File: src/rtl/bank_sched.sv
// Row-bank scheduler: sweeps enabled banks in cyclic order for num_rows rows.
// Optional BANK_SCHED_MASK_EN adds a per-schedule bank_mask input.
module bank_sched #(
  parameter int POY   = 3,
  parameter int ROW_W = 16
) (
  input  logic             clk,
  input  logic             rst_n,
  input  logic             start,
  input  logic             abort,
  input  logic [ROW_W-1:0] num_rows,
  input  logic [POY-1:0]   bank_rdy,
`ifdef BANK_SCHED_MASK_EN
  input  logic [POY-1:0]   bank_mask,
`endif
  input  logic             out_ready,
  output logic [7:0]       bank,
  output logic             sel_valid,
  output logic [ROW_W-1:0] row_cnt,
  output logic             busy,
  output logic             done
);

  typedef enum logic [1:0] {IDLE, RUN, FIN} state_t;

  state_t           state_q, state_d;
  logic [7:0]       bank_q, bank_d;
  logic [ROW_W-1:0] row_q, row_d;
  logic [ROW_W-1:0] rows_q, rows_d;
  logic [POY-1:0]   en_q, en_d;
  logic [POY-1:0]   en_start;
  logic [7:0]       first, lowest, above, nxt;
  logic             found, wrap, rdy_cur, xfer;

`ifdef BANK_SCHED_MASK_EN
  assign en_start = bank_mask;
`else
  assign en_start = '1;
`endif

  always_comb begin
    first   = '0;
    lowest  = '0;
    above   = '0;
    found   = 1'b0;
    rdy_cur = 1'b0;
    for (int i = POY - 1; i >= 0; i--) begin
      if (en_start[i]) first = 8'(i);
      if (en_q[i]) lowest = 8'(i);
      if (en_q[i] && 8'(i) > bank_q) begin
        above = 8'(i);
        found = 1'b1;
      end
      if (bank_q == 8'(i)) rdy_cur = bank_rdy[i];
    end
    nxt  = found ? above : lowest;
    wrap = !found;
  end

  assign busy      = (state_q == RUN);
  assign done      = (state_q == FIN);
  assign sel_valid = busy && rdy_cur;
  assign xfer      = sel_valid && out_ready;
  assign bank      = bank_q;
  assign row_cnt   = row_q;

  always_comb begin
    state_d = state_q;
    bank_d  = bank_q;
    row_d   = row_q;
    rows_d  = rows_q;
    en_d    = en_q;
    unique case (state_q)
      IDLE: begin
        if (start && !abort) begin
          if (num_rows == '0 || en_start == '0) begin
            state_d = FIN;
          end else begin
            state_d = RUN;
            rows_d  = num_rows;
            en_d    = en_start;
            bank_d  = first;
            row_d   = '0;
          end
        end
      end
      RUN: begin
        if (abort) begin
          state_d = IDLE;
          bank_d  = '0;
          row_d   = '0;
        end else if (xfer) begin
          // the final transfer freezes bank/row_cnt where they are
          if (wrap && row_q == rows_q - ROW_W'(1)) begin
            state_d = FIN;
          end else begin
            bank_d = nxt;
            if (wrap) row_d = row_q + ROW_W'(1);
          end
        end
      end
      FIN:     state_d = IDLE;
      default: state_d = IDLE;
    endcase
  end

  always_ff @(posedge clk) begin
    if (!rst_n) begin
      state_q <= IDLE;
      bank_q  <= '0;
      row_q   <= '0;
      rows_q  <= '0;
      en_q    <= '0;
    end else begin
      state_q <= state_d;
      bank_q  <= bank_d;
      row_q   <= row_d;
      rows_q  <= rows_d;
      en_q    <= en_d;
    end
  end

endmodule
File: config.mk
export PLATFORM = sky130hd
export DESIGN_NAME = bank_sched
export DESIGN_NICKNAME = d
export VERILOG_FILES = /design/src/rtl/bank_sched.sv
export SDC_FILE = /design/constraint.sdc
export NUM_CORES = 1
export LEC_CHECK = 0
export BUFFER_PORTS_ARGS = -buffer_cell sky130_fd_sc_hd__buf_2
export CORE_MARGIN = 2
export CORE_UTILIZATION = 61
export CTS_BUF_LIST = sky130_fd_sc_hd__clkbuf_8
export DETAILED_ROUTE_END_ITERATION = 16
export GPL_ROUTABILITY_DRIVEN = 0
export GPL_TIMING_DRIVEN = 0
export PLACE_DENSITY = 0.88
export SLEW_MARGIN = 30
export SYNTH_ARGS = -nofsm -noshare
export SYNTH_HDL_FRONTEND = slang
export SYNTH_SLANG_ARGS = --single-unit
File: constraint.sdc
create_clock -name clk -period 4.3 [get_ports clk]
set_input_delay 0.86 -clock clk [delete_from_list [all_inputs] [get_ports clk]]
set_output_delay 0.86 -clock clk [all_outputs]
set_load 0.01 [all_outputs]
==> results by group <==
Pwr
  • Switching pwr: 0.240 mW
  • Pint: 0.541 mW
  • Clock power frac: 0.294
  • Comb power frac: 0.237
  • Sw frac: 0.307
  • Power density cells: 281 nW/µm²
  • Total Power: 0.781 mW
  • Sequential Power Share: 0.470
  • Peak supply drop: 0.190 mV
  • Leak: 1.22 nW

Clock tree
  • Sink Count: 37
  • Clock root buffer: clkbuf_8
  • Worst-Skew Late Latency: 0.29 ns
  • Clk buf depth: 2
  • # resized after CTS: 0
  • H-tree Lvls: 2
  • Num CTS Buffers: 5
  • Post-CTS Setup Repair Bufs: 0
  • CTS Hold Bufs: 0
  • TritonCTS clock tree: built
  • Clock-pin transition on the worst setup and hold timing paths: 0.07 ns

Placed design
  • Dpl hpwl: 4220 µm
  • Port bufs: 44
  • Placed instance area: 2700 µm²
  • Dpl ws: 0.671 ns
  • Placed cell count: 391

Yosys
  • Ys flop type: dfxtp_1
  • Synth cell count leaders: dfxtp_1 (37), nor2_1 (35), mux2i_1 (30)
  • Synth warn: 0
  • Cell Area, Synth: 2400 µm²
  • Sequential area share after synthesis: 0.309
  • Syn Area/Cell: 8.15 µm²
  • Synth area leaders: dfxtp_1 (31%), mux2i_1 (13%), xnor2_1 (6.6%), nor2_1 (5.5%), nand2_1 (4.2%)
  • Top-count cell post-synth: dfxtp_1
  • Cell variety after synth: 47
  • Cells after Synth: 294
  • #FFs+latches synth: 37
  • Post-synthesis async set-or-reset flop share: 0
  • Share of the synthesized area in the top cell type: 0.309
  • Cell taking the most area after synthesis: dfxtp_1
  • Number of flops mapped to enable cells by yosys: 0

Die
  • Die area: 4450 µm²
  • Starting density of the core: 0.645
  • DIE WIDTH: 66.7 µm
  • I/O pins: 51
  • Placement Rows: 22
  • CORE AREA: 3720 µm²
  • Die height: 66.7 µm

Finish
  • Non-Filler Instances: 399
  • Fin util: 0.748
  • Layout cells sized above 1: 0.191
  • Filler Cells Inserted: 295
  • Register Area: 741 µm²
  • Multi-input logic area: 1540 µm²
  • Area grow syn2layout: 16.0%
  • # nets final: 376
  • Ant diodes: 0
  • Post-route cell area: 2780 µm²

Route
  • Via count: 2276
  • Total wire length: 5540 µm
  • DR WL/cell: 13.9 µm
  • Detailed Route Iter0 Violations: 187
  • Initial DRT Pass Iterations: 5
  • # DRC: 0
  • Post-DR vias/cell: 5.70
  • Post-route antenna net violation count: 0

STA
  • Final setup margin: 0.945 ns
  • Max Slew Vio Count: 0
  • Final setup fails: 0
  • Final Skew: 0.00321 ns
  • Worst-margin pin slew: 0.698 ns
  • RSZ-0062 raised after global routing: no
  • Final hold violation count: 0
  • Minimum clock period: 3.36 ns
  • Worst slew margin: 0.535
  • Setup TNS: 0 ns
  • Post-route clock period utilization: 0.780
  • Min Hold Slack: 0.485 ns
  • Max frequency: 0.298 GHz

GRT
  • Gr ovfl total: 0
  • Initial antenna violation count: 0
  • GRT Overall Usage: 0.277
  • First-pass GRT wire length: 9380 µm
  • Largest net degree at the start of global routing: 11
  • Vias in the first global route: 2100

Setup path
  • Crit end category: flop
  • Max FO, Critical Path: 10
  • Worst setup path class: primary input to flop
  • Register-to-register setup slack: 1.56 ns
  • Arr. time, crit path: 3.58 ns
  • Critical path startpoint category: primary input
  • WP data required: 4.52 ns

Run
  • Maxcap violations: 0

Min path
  • Hold WC Path Type: flop to flop

Outcome
  • Outcome: complete, no violations
==> placed cells by master, fill, tap and decap left out, drive strengths merged <==
cell type / netlist / final
buf: 9 / 53
dfxtp: 37 / 37
nor2: 35 / 35
mux2i: 30 / 30
nand2: 27 / 27
xnor2: 18 / 18
a21oi: 17 / 17
clkbuf: 10 / 15
nand2b: 13 / 13
inv: 7 / 10
nand3: 10 / 10
nand4: 10 / 10
nor3: 9 / 9
nor4: 7 / 7
xor2: 6 / 6
conb: 1 / 6
nand3b: 4 / 4
o21a: 4 / 4
or3: 4 / 4
and3: 4 / 4
a31oi: 4 / 4
o211ai: 3 / 3
a211oi: 3 / 3
or4: 3 / 3
o21ai: 2 / 2
or2: 2 / 2
ha: 2 / 2
a2111oi: 2 / 2
and2: 1 / 1
nor2b: 1 / 1
and4: 1 / 1
a211o: 1 / 1
a21o: 1 / 1
nor3b: 1 / 1
o31ai: 1 / 1
a31o: 1 / 1
o311ai: 1 / 1
o211a: 1 / 1
o2bb2ai: 1 / 1
==> layout make-up <==
class                      instances  share of cell area
multi-input combinational        236               0.555
clock buffer                       5              0.0247
tap                               48              0.0216
clock inverter                     3             0.00405
sequential                        37               0.266
timing repair buffer              44              0.0792
buffer                            19              0.0396
inverter                           7             0.00945
==> layer usage <==
layer | share of wire | vias up | wire [µm] | global-route usage
met1 | 0.44 | 1044 | 2440 | 0.336
li1 | - | 1138 | - | -
met5 | 0 | - | 0 | 0
met4 | 0.014 | 0 | 75 | 0.0867
met2 | 0.49 | 84 | 2700 | 0.486
met3 | 0.059 | 10 | 325 | 0.0574
==> power by group through the flow <==
stage / combinational [mW] / clock (mW) / sequential [mW]
5_1_grt: 0.207 / 0.248 / 0.368
3_3_place_gp: 0.176 / 0 / 0.374
2_1_floorplan: 0.140 / 0 / 0.372
4_1_cts: 0.184 / 0.230 / 0.367
6_report: 0.185 / 0.229 / 0.367
3_5_place_dp: 0.183 / 0 / 0.374
==> critical path: stages <==
cell and delay [ns]:
buf_2 0.10, nor4_1 0.38, and4_1 0.33, o21a_1 0.18, a211o_1 0.28, nor2_1 0.07
nor2_1 0.29, clkbuf_1 0.40, clkbuf_1 0.42, nand2_1 0.11, mux2i_1 0.14
==> cells by family (layout without fill, tap and decap cells) <==
kind of cell | after synthesis | count (layout) | share of synthesized area
XOR/XNOR | 24 | 24 | 0.0877
adder cells (fa/ha/maj) | 2 | 2 | 0.0104
multiplexers | 30 | 30 | 0.125
AO/OA/AOI/OAI | 42 | 42 | 0.123
AND/OR/NAND/NOR | 132 | 132 | 0.286
flip-flops | 37 | 37 | 0.309
buffers and inverters | 26 | 78 | 0.0569
other | 1 | 6 | 0.00156
==> state kept, by name, summed over array words and instances (netlist names) <==
name / cells
row_cnt: 16
rows_q: 16
bank: 2
state_q: 2
en_q: 1
==> worst paths after layout <==
check | end | cells past startpoint | start
hold reg to reg | en_q[0]$_SDFFE_PN0P_ | 2 | en_q[0]$_SDFFE_PN0P_
setup reg to reg | row_cnt[10]$_SDFFE_PN0P_ | 11 | rows_q[8]$_SDFFE_PN0P_
hold / removal | en_q[0]$_SDFFE_PN0P_ | 2 | en_q[0]$_SDFFE_PN0P_
setup / recovery | row_cnt[10]$_SDFFE_PN0P_ | 11 | num_rows[10]
(Power assumes the default switching activity.)
